[src/rtl/led_mux_scheduler_if.sv]
// Lane bus for led_mux_scheduler: three switch-pair sources in; grant, select and lane data out.
// The freeze input exists only when LED_MUX_SCHED_FREEZE_EN is defined.
interface led_mux_scheduler_if;
  logic [2:0] req;
  logic [1:0] din0;
  logic [1:0] din1;
  logic [1:0] din2;
`ifdef LED_MUX_SCHED_FREEZE_EN
  logic       freeze;
`endif
  logic [2:0] gnt;
  logic [1:0] sel;
  logic [1:0] dout;
  logic       busy;

  modport master (
    output req, din0, din1, din2,
`ifdef LED_MUX_SCHED_FREEZE_EN
    output freeze,
`endif
    input  gnt, sel, dout, busy
  );

  modport slave (
    input  req, din0, din1, din2,
`ifdef LED_MUX_SCHED_FREEZE_EN
    input  freeze,
`endif
    output gnt, sel, dout, busy
  );
endinterface

[src/rtl/led_mux_scheduler.sv]
// Round-robin, time-sliced owner of the 2-bit LED lane across three sources.
// Optional dwell freeze: define LED_MUX_SCHED_FREEZE_EN.
module led_mux_scheduler #(
  parameter int DWELL = 8
) (
  input  logic              clk,
  input  logic              rst,
  led_mux_scheduler_if.slave bus
);
  localparam int CW = $clog2(DWELL + 1);
  localparam logic [CW-1:0] RELOAD = CW'(DWELL - 1);

  typedef enum logic {IDLE, GRANT} state_t;

  state_t          state, state_n;
  logic [1:0]      owner, owner_n;
  logic [1:0]      last, last_n;
  logic [1:0]      dout, dout_n;
  logic [CW-1:0]   cnt, cnt_n;
  logic [2:0]      hit;
  logic            frz;
  logic [2:0][1:0] din_v;

  assign din_v = {bus.din2, bus.din1, bus.din0};

`ifdef LED_MUX_SCHED_FREEZE_EN
  assign frz = bus.freeze;
`else
  assign frz = 1'b0;
`endif

  // Rotating search after+1, after+2, after; the final slot (after itself)
  // is skipped when excl is set. Returns {found, index}.
  function automatic logic [2:0] pick(input logic [2:0] r, input logic [1:0] after,
                                      input logic excl);
    logic [2:0] res;
    logic [1:0] c;
    res = 3'b000;
    c   = after;
    for (int k = 0; k < 3; k++) begin
      c = (c == 2'd2) ? 2'd0 : c + 2'd1;
      if (!res[2] && r[c] && !(excl && k == 2)) res = {1'b1, c};
    end
    return res;
  endfunction

  always_comb begin
    state_n = state;
    owner_n = owner;
    last_n  = last;
    cnt_n   = cnt;
    dout_n  = dout;
    hit     = 3'b000;
    case (state)
      IDLE: begin
        hit = pick(bus.req, last, 1'b0);
        if (hit[2]) begin
          state_n = GRANT;
          owner_n = hit[1:0];
          last_n  = hit[1:0];
          cnt_n   = RELOAD;
          dout_n  = din_v[hit[1:0]];
        end
      end
      GRANT: begin
        // Owner dropping its request forces an early handover that skips it.
        if (!bus.req[owner] || (cnt == '0 && !frz)) begin
          hit = pick(bus.req, owner, !bus.req[owner]);
          if (hit[2]) begin
            owner_n = hit[1:0];
            last_n  = hit[1:0];
            cnt_n   = RELOAD;
            dout_n  = din_v[hit[1:0]];
          end else begin
            state_n = IDLE;
            dout_n  = 2'b00;
          end
        end else begin
          dout_n = din_v[owner];
          if (!frz) cnt_n = cnt - CW'(1);
        end
      end
      default: state_n = IDLE;
    endcase
  end

  always_ff @(posedge clk or posedge rst) begin
    if (rst) begin
      state <= IDLE;
      owner <= 2'd0;
      last  <= 2'd2;
      cnt   <= '0;
      dout  <= 2'b00;
    end else begin
      state <= state_n;
      owner <= owner_n;
      last  <= last_n;
      cnt   <= cnt_n;
      dout  <= dout_n;
    end
  end

  // Status decodes straight from state so an async reset clears them at once.
  assign bus.gnt  = (state == GRANT) ? (3'b001 << owner) : 3'b000;
  assign bus.sel  = (state == GRANT) ? owner : 2'd3;
  assign bus.busy = (state == GRANT);
  assign bus.dout = dout;
endmodule

[src/flat_wrapper.sv]
// flat-port wrapper written by rule: the top's interface ports become plain ports
module led_mux_scheduler_flat 
#(
  parameter int DWELL = 8
)
  (clk, rst, bus_req, bus_din0, bus_din1, bus_din2, bus_gnt, bus_sel, bus_dout, bus_busy);
  led_mux_scheduler_if bus_i ();
  input  logic clk;
  input  logic rst;
  input wire logic [$bits(bus_i.req)-1:0] bus_req;
  input wire logic [$bits(bus_i.din0)-1:0] bus_din0;
  input wire logic [$bits(bus_i.din1)-1:0] bus_din1;
  input wire logic [$bits(bus_i.din2)-1:0] bus_din2;
  output wire logic [$bits(bus_i.gnt)-1:0] bus_gnt;
  output wire logic [$bits(bus_i.sel)-1:0] bus_sel;
  output wire logic [$bits(bus_i.dout)-1:0] bus_dout;
  output wire logic [$bits(bus_i.busy)-1:0] bus_busy;
  assign bus_i.req = bus_req;
  assign bus_i.din0 = bus_din0;
  assign bus_i.din1 = bus_din1;
  assign bus_i.din2 = bus_din2;
  assign bus_gnt = bus_i.gnt;
  assign bus_sel = bus_i.sel;
  assign bus_dout = bus_i.dout;
  assign bus_busy = bus_i.busy;
  led_mux_scheduler #(.DWELL(DWELL)) u_core (.clk(clk), .rst(rst), .bus(bus_i));
endmodule
[config.mk]
export PLATFORM = sky130hd
export DESIGN_NAME = led_mux_scheduler_flat
export DESIGN_NICKNAME = d
export VERILOG_FILES = /design/src/rtl/led_mux_scheduler_if.sv /design/src/rtl/led_mux_scheduler.sv /design/src/flat_wrapper.sv
export SDC_FILE = /design/constraint.sdc
export NUM_CORES = 1
export LEC_CHECK = 0
export BUFFER_PORTS_ARGS = -buffer_cell sky130_fd_sc_hd__buf_4
export CAP_MARGIN = 15
export CORE_MARGIN = 3
export CORE_UTILIZATION = 52
export CTS_CLUSTER_DIAMETER = 200
export DETAILED_ROUTE_END_ITERATION = 8
export GPL_TIMING_DRIVEN = 0
export PLACE_DENSITY = 0.86
export SLEW_MARGIN = 20
export SYNTH_ARGS = -nofsm -noshare
export SYNTH_HDL_FRONTEND = slang
export SYNTH_SLANG_ARGS = --single-unit
[constraint.sdc]
create_clock -name clk -period 2.1 [get_ports clk]
set_input_delay 0.63 -clock clk [delete_from_list [all_inputs] [get_ports clk]]
set_output_delay 0.63 -clock clk [all_outputs]
set_load 0.02 [all_outputs]
# Yosys cells after proc, flatten, opt, wreduce, memory -nomap -nowiden
# Cells that the tools add are included.
dict set report totals {
  ff_bits 11
  latchBits 0
  mem_bits_rw 0
  mem_bits_ro 0
  input_bits 11
  output_inout_bits 8
  wordCells 106
  n_memories 0
}
dict set report classes {
  add_sub_neg 7
  multipliers 0
  n_div 0
  order_cmp 9
  n_eq_ne 10
  shift 1
  n_mux 59
  n_bitwise 1
  reduce_logical 14
}
# op n
set ops {}
lappend ops {{$mux W3} 16}
lappend ops {{$mux W2} 16}
lappend ops {{$lt A2 B3 Y1 const B} 9}
lappend ops {{$bmux W1 S2} 7}
lappend ops {{$add A2 B1 Y2 const B} 6}
lappend ops {{$bmux W2 S2} 3}
lappend ops {{$eq A2 B2 Y1 const B} 6}
lappend ops {{$mux W4} 3}
lappend ops {{$mux W1} 10}
lappend ops {{$pmux W2 S2} 2}
lappend ops {{$pmux W4 S2} 1}
lappend ops {{$logic_and A1 B1 Y1} 5}
lappend ops {{$logic_not A1 Y1} 5}
lappend ops {{$logic_not A4 Y1} 1}
lappend ops {{$ne A2 B2 Y1 const B} 2}
lappend ops {{$sub A4 B1 Y4 const B} 1}
lappend ops {{$ne A3 B3 Y1 const B} 1}
lappend ops {{$reduce_and A3 Y1} 1}
lappend ops {{$shl A1 B2 Y3 const A} 1}
lappend ops {{$ne A2 B1 Y1 const B} 1}
lappend ops {{$pmux W1 S2} 1}
lappend ops {{$reduce_and A2 Y1} 1}
lappend ops {{$logic_or A1 B1 Y1} 1}
lappend ops {{$not A1 Y1} 1}

# Longest topological paths before layout
# Gate-level depths: netlist of run 1.
dict set report depth {
  depth_word 23
  mapped_depth 6
  mapped_depth_nobuf 5
}

# Worst setup path after synthesis of run 1
# Ideal clock, no wire load.
dict set report synth_timing {
  kind {reg-to-output}
  startpoint {reg u_core.state, in the netlist u_core.bus.busy}
  endpoint {out bus_gnt[0]}
  t_arrival_ns 1.367
  t_required_ns 1.470
  setup_slack_ns 0.103
  stages_incl_launch_ff 4
  path_buffers 1
  cell_sequence {dfrtp_1 > clkbuf_1 > nand2_1 > nor2_1}
}
dict set report synth_between {
  elab_chain_cells 1
}
# element line_no
set synth_lines {}
lappend synth_lines {{start, declared} led_mux_scheduler.sv:15} ;# state_t state, state_n;
lappend synth_lines {{start signal, assigned} led_mux_scheduler.sv:95} ;# state <= state_n;
lappend synth_lines {{$mux W3} led_mux_scheduler.sv:104} ;# assign bus.gnt = (state == GRANT) ? (3'b001 << owner) : 3'b000;
lappend synth_lines {{end, declared} flat_wrapper.sv:14} ;# output wire logic [$bits(bus_i.gnt)-1:0] bus_gnt;
# No other way between the ends.

# Worst setup path in the final report of run 1
dict set report layout_timing {
  startpoint {reg u_core.state, in the netlist u_core.bus.busy}
  endpoint {out bus_gnt[2]}
}
# Same word-level chain as after synthesis.

==> results of run 1 <==
-- how the worst max path moves through the flow --
stage	from	to	slack, ns	cells past startpoint
detailed placement	bus_req[2]	u_core.bus.dout[0]$_DFFE_PP0P_	0.01	7
CTS	u_core.last[0]$_DFFE_PP0P_	bus_gnt[2]	0.14	5
finish	u_core.bus.busy$_DFF_PP0_	bus_gnt[2]	0.15	3
floorplan	u_core.bus.busy$_DFF_PP0_	bus_gnt[0]	0.10	3
global placement	bus_req[2]	u_core.owner[1]$_DFFE_PP0P_	0.04	6
global route	u_core.bus.busy$_DFF_PP0_	bus_gnt[2]	0.05	3
-- flip-flops by register name, indices dropped and copies added (netlist names) --
register and count:
u_core.bus.dout 2, u_core.owner 1, u_core.bus.busy 1, u_core.last 2, u_core.cnt 4
-- Yosys cell counts (all sizes together) --
cell    instances
o22ai           1
nor2           15
a21o            2
o221ai          3
a32oi           1
ha              2
a221oi          1
clkbuf          1
xor2            2
inv             6
a31oi           2
dfrtp           9
mux2i           8
a22oi           3
a21oi           3
or4             2
dfstp           1
o21ai           3
nand3b          1
nor3            2
o21a            1
buf             4
nor4            1
and2            1
or2             1
nand2b          3
nand2           6
a311oi          2
nor2b           2
mux2            4
-- per-layer routing --
metal | routed length [µm] | up-vias | GRT usage
met5 | 0 | - | 0
met4 | 14 | 0 | 0.05114
met3 | 138 | 2 | 0.05859
met2 | 856 | 30 | 0.3324
met1 | 784 | 364 | 0.2610
li1 | - | 379 | -
-- layout make-up --
cell class | instances | area (µm²)
timing repair buffer | 17 | 127.6
multi-input combinational | 72 | 528.0
tap | 15 | 18.77
clock buffer | 4 | 36.28
inverter | 6 | 22.52
sequential | 10 | 251.5
buffer | 4 | 28.78
fill | 106 | 385.4
-- power by group --
group	internal (µW)	total (µW)	switching, µW	leakage, µW
sequential	278	350	72.0	0.000113
clock	105	178	72.0	0.0000210
combinational	394	879	485	0.000353
total	777	1410	629	0.000487
-- what timing repair did --
| item | CTS | global route |
|---|---|---|
| hold buffers | 0 | 0 |
| setup endpoints to repair | 2 | 0 |
| buffers inserted | 0 | 0 |
-- placed cells by master (no fill, tap or decap), drive strengths merged, types with 2 or more instances in the layout --
| cell type | Yosys | final |
|---|---|---|
| nand2b | 3 | 3 |
| mux2 | 4 | 4 |
| a21o | 2 | 2 |
| dfrtp | 9 | 9 |
| o221ai | 3 | 3 |
| clkbuf | 1 | 4 |
| nor2 | 15 | 15 |
| a22oi | 3 | 3 |
| ha | 2 | 2 |
| a21oi | 3 | 3 |
| nand2 | 6 | 6 |
| mux2i | 8 | 8 |
| or4 | 2 | 2 |
| buf | 4 | 21 |
| xor2 | 2 | 2 |
| nor3 | 2 | 2 |
| inv | 6 | 6 |
| o21ai | 3 | 3 |
| a31oi | 2 | 2 |
| nor2b | 2 | 2 |
| a311oi | 2 | 2 |
-- kinds of logic after synthesis --
kind of cell | synth area share
mux | 0.1499
flops | 0.3014
fa+ha+maj | 0.02998
buf+inv | 0.06596
xor+xnor | 0.02099
compound gates | 0.2204
simple gates | 0.2114
-- through the flow --
stage	area, µm²	utilization	setup slack (ns)
after floorplan	834.6	-	0.1031
after global placement	980.9	0.7013	0.03651
after detailed placement	980.9	0.7013	0.01395
after CTS	1013	0.7245	0.1391
after global routing	1013	0.7245	0.04610
final	1013	0.7245	0.1452
==> flow_summary.json, run 1 <==
{
  "crit_family": "flip-flops",
  "fp.dieArea_mm2": 0.002122,
  "synth_area_um2": 834.6,
  "worst_slew_pin_slew_ns": 0.5218,
  "worstSetupStartpointType": "flip-flop",
  "netlist_instances": 93,
  "clkTransAtPathRegs_ns": 0.07,
  "path_cells": "nand2_1, nor2_1, buf_4",
  "vdd_ir_drop_max_uv": 946.8,
  "cts-root-buf": "clkbuf_4",
  "ant_nets": 0,
  "ys_types": 36,
  "vias_per_cell": 6.055,
  "synth_nets": 106,
  "netlist.area_leader.share": 0.2699,
  "port_buffers": 17,
  "rsz0062_at_grt": "no",
  "skew_ns": 0.003542,
  "critPathSlowestCell": "dfrtp_1",
  "r2r-start": "u_core.last[0]$_DFFE_PP0P_",
  "gp_congestion": 0.8710,
  "cp.arrival_ns": 1.32,
  "overflow": 0,
  "grt_usage": 0.2031,
  "htreeDepth": 1,
  "maxCapViolCount": 0,
  "synth_area_leaders": "dfrtp_1, mux2i_1, nor2_1",
  "coreArea_mm2": 0.001399,
  "grt_pass1_wl_mm": 3.042,
  "routed_wl_mm": 1.793,
  "tns_ns": 0,
  "seq_area_frac_synth": 0.3013,
  "fin_crit_ns": 1.955,
  "power.leakage_uw": 0.0004873,
  "power_density_mw_per_mm2": 1388,
  "initial_core_util": 0.5966,
  "drc": 0,
  "grt_max_degree": 17,
  "max_freq_mhz": 511.6,
  "avgSynthCellArea_um2": 8.974,
  "wire_per_inst_um": 14.01,
  "ys_ff_latch": 10,
  "fin_hold_ws_ns": 0.3196,
  "reg2reg_setup_slack_ns": 0.28,
  "antenna_found_initial": 0,
  "end_kind": "output pin",
  "cp.buffers_inverters": 1,
  "cts_resized": 0,
  "drt_pre_antenna_iters": 4,
  "grt_pass1_vias": 704,
  "ios": 19,
  "synth_warnings": 0,
  "cts_buffer_depth": 2,
  "worst_r2r_path_depth": 6,
  "die_h_um": 46.06,
  "fin_nets": 127,
  "drive_gt1_frac": 0.3363,
  "hpwlAfterDp_mm": 1.427,
  "placed_cells": 125,
  "critPathMaxStageDelay_ns": 0.63,
  "holdCritPathClass": "in -> async",
  "yosys.area.top_type": "dfrtp_1",
  "cts_buffers": 3,
  "path_max_fanout": 16,
  "hold_viol": 0,
  "drv_slew": 0,
  "outcome": "finished, final reports clean",
  "antenna_cells": 0,
  "instances_no_fill": 128,
  "total_power_uw": 1407,
  "worstPathRequired_ns": 1.47,
  "rr_endpoint": "u_core.owner[1]$_DFFE_PP0P_",
  "die_w_um": 46.06,
  "cts_tree": "yes",
  "vias": 775,
  "area_growth_pct": 21.44,
  "clock_sinks": 10,
  "rows": 13,
  "setup_viol": 0,
  "relSlewSlack": 0.6521,
  "clock_latency_ns": 0.27,
  "worst-setup-path-type": "reg -> out",
  "detail_route.iter0.violations": 19,
  "fin_crit_sh": 0.9308
}
(Power assumes the default switching activity.)
==> inputs of run 2 (changes only) <==
Settings changed: ABC_AREA set to 1, CORE_ASPECT_RATIO set to 1.4, CORE_UTILIZATION 52 to 55, CTS_CLUSTER_SIZE set to 10, PLACE_DENSITY 0.86 to 0.87.
==> flow_summary.json, run 2 <==
{
  "rr_endpoint": "u_core.cnt[0]$_DFFE_PP0P_",
  "power_density_mw_per_mm2": 1662,
  "path_cells": "buf_4, clkinvlp_4, nor2_1, buf_4",
  "async_flop_share": 1.000,
  "seq_area_frac_synth": 0.2241,
  "cellInternalPower_uw": 962.4,
  "worst_r2r_path_depth": 10,
  "htreeDepth": 1,
  "p_comb_frac": 0.762,
  "gp_congestion": 0.8440,
  "die_h_um": 59.45,
  "worstPathRequired_ns": 1.47,
  "grt_max_degree": 11,
  "rows": 18,
  "clock_sinks": 10,
  "top_regs": "u_core.cnt (4), u_core.bus.dout (2), u_core.last (2)",
  "antenna_cells": 0,
  "vdd_ir_drop_max_uv": 955.5,
  "vias": 1160,
  "holdCritPathClass": "in -> async",
  "wire_per_inst_um": 12.76,
  "r2r-start": "u_core.last[0]$_DFFE_PP0P_",
  "cts_buffers": 3,
  "relSlewSlack": 0.7509,
  "outcome": "finished, final reports clean",
  "synth-edff-count": 0,
  "vias_per_cell": 5.498,
  "critPathSlowestCell": "dfrtp_1",
  "die_w_um": 44.18,
  "fin_crit_sh": 0.9160,
  "hpwlAfterDp_mm": 2.271,
  "end_kind": "output pin",
  "p_sw_frac": 0.5605,
  "ant_nets": 0,
  "detail_route.iter0.violations": 39,
  "worst-setup-path-type": "reg -> out",
  "coreArea_mm2": 0.001847,
  "cts_buffer_depth": 2,
  "synth-main-ff-cell": "dfrtp_1",
  "fin_crit_ns": 1.924,
  "cp.arrival_ns": 1.29,
  "ys_ff_latch": 10,
  "drv_slew": 0,
  "p_clk_frac": 0.078,
  "netlist.area_leader.share": 0.2007,
  "worstSetupStartpointType": "flip-flop",
  "ios": 19,
  "overflow": 0,
  "synth.most_common_cell": "nand2_1",
  "fin_nets": 205,
  "area_growth_pct": 17.39,
  "clock_latency_ns": 0.27,
  "cpMostUsedCell": "buf_4",
  "grt_usage": 0.2313,
  "grt_pass1_vias": 1194,
  "cts-root-buf": "clkbuf_4",
  "clkTransAtPathRegs_ns": 0.07,
  "ys_types": 31,
  "synth_area_mm2": 0.001122,
  "power_switching_uw": 1227,
  "setup_viol": 0,
  "yosys.area.top_type": "dfrtp_1",
  "layout_commonest_cell": "nand2_1",
  "maxCapViolCount": 0,
  "max_freq_mhz": 519.8,
  "port_buffers": 18,
  "antenna_found_initial": 0,
  "netlist_instances": 170,
  "drt_pre_antenna_iters": 4,
  "avgSynthCellArea_um2": 6.602,
  "drc": 0,
  "place_area_mm2": 0.001282,
  "synth_nets": 183,
  "power.leakage_uw": 0.0007291,
  "power_frac_seq": 0.160,
  "final_util": 0.7134,
  "cts_tree": "yes",
  "critPathMaxStageDelay_ns": 0.34,
  "mostFrequentLayoutCells": "nand2_1, inv_1, nand3_1, buf_4, nor2_1",
  "rsz0062_at_grt": "no",
  "drive_gt1_frac": 0.3037,
  "worst_slew_pin_slew_ns": 0.3732,
  "total_power_uw": 2190,
  "synth_warnings": 0,
  "synth_commonest_cells": "nand2_1, inv_1, nand3_1",
  "largest_reg_flops": 4,
  "hold_viol": 0,
  "fp.dieArea_mm2": 0.002627,
  "reg2reg_setup_slack_ns": 0.25,
  "design_area_mm2": 0.001318,
  "skew_ns": 0.008772,
  "path_max_fanout": 9,
  "top_register": "u_core.cnt",
  "initial_core_util": 0.6077,
  "routed_wl_mm": 2.692,
  "grt_pass1_wl_mm": 4.671,
  "synth_area_leaders": "dfrtp_1, nand2_1, nand3_1"
}
-- run 2: cell types whose count changed after synthesis, sizes merged, moves of 3 or more --
cell	change
mux2	-4
nand2	+54
o21ai	+4
o211ai	+5
nand3	+29
o221ai	-3
nand2b	-3
mux2i	-8
inv	+21
clkinv	+3
-- run 2: cell families after synthesis --
family	Yosys count	synth area share
adders and majority gates	2	0.02229
AOI/OAI and AO/OA	20	0.1349
DFF	10	0.2241
xor gates and xnor gates	2	0.01561
buffers and inverters	33	0.1249
and+or+nand+nor	103	0.4783
-- run 2: final cells by class --
| class | count | area [µm²] |
|---|---|---|
| multi-input combinational | 127 | 730.7 |
| fill | 153 | 529.3 |
| sequential | 10 | 251.5 |
| timing repair buffer | 18 | 135.1 |
| inverter | 30 | 123.9 |
| clock buffer | 4 | 36.28 |
| tap | 20 | 25.02 |
| buffer | 2 | 15.01 |
-- run 2: worst max-delay path: cells and delay by family, from the launching register on --
| family | cells | cell delay, ns |
|---|---|---|
| buf+inv | 3 | 0.54 |
| simple gates | 1 | 0.15 |
| flops | 1 | 0.34 |
-- run 2: stage by stage --
step                TNS [ns]  hold WS, ns  instances  worst slack, ns
floorplan                  0       0.4396        170           0.3125
global placement           0       0.4582        208          0.03107
finish                     0       0.3291        211           0.1763
global route               0       0.3487        211          0.04087
CTS                        0       0.3348        212          0.09383
detailed placement  -0.03598       0.4798        208         -0.02223
-- run 2: power groups by stage --
stage / Clock [µW] / Combinational (µW) / Sequential [µW]
4_1_cts: 174 / 1690 / 329
3_5_place_dp: 0 / 1680 / 333
5_1_grt: 178 / 1860 / 363
2_1_floorplan: 0 / 1260 / 357
3_3_place_gp: 0 / 1620 / 329
6_report: 172 / 1670 / 350
-- run 2: how the worst max path moves through the flow --
stage | from | end | depth (start not counted)
CTS | u_core.bus.busy$_DFF_PP0_ | bus_gnt[2] | 4
detailed placement | bus_req[2] | u_core.cnt[0]$_DFFE_PP0P_ | 11
global route | u_core.last[0]$_DFFE_PP0P_ | u_core.cnt[1]$_DFFE_PP0P_ | 10
finish | u_core.bus.busy$_DFF_PP0_ | bus_gnt[2] | 4
global placement | bus_req[2] | u_core.cnt[1]$_DFFE_PP0P_ | 11
floorplan | u_core.bus.busy$_DFF_PP0_ | bus_gnt[2] | 3
-- run 2: timing repair --
action                     4_1_cts  5_1_grt
setup endpoints to repair        0        5
resized for setup                0        1
buffers inserted                 0        0
hold buffers                     0        0
-- run 2: per-layer routing --
metal	vias to the layer above	wire [µm]	track usage
li1	590	-	-
met1	518	991	0.2354
met2	40	1502	0.4354
met3	12	107	0.03040
met4	0	91	0.1293
met5	-	0	0
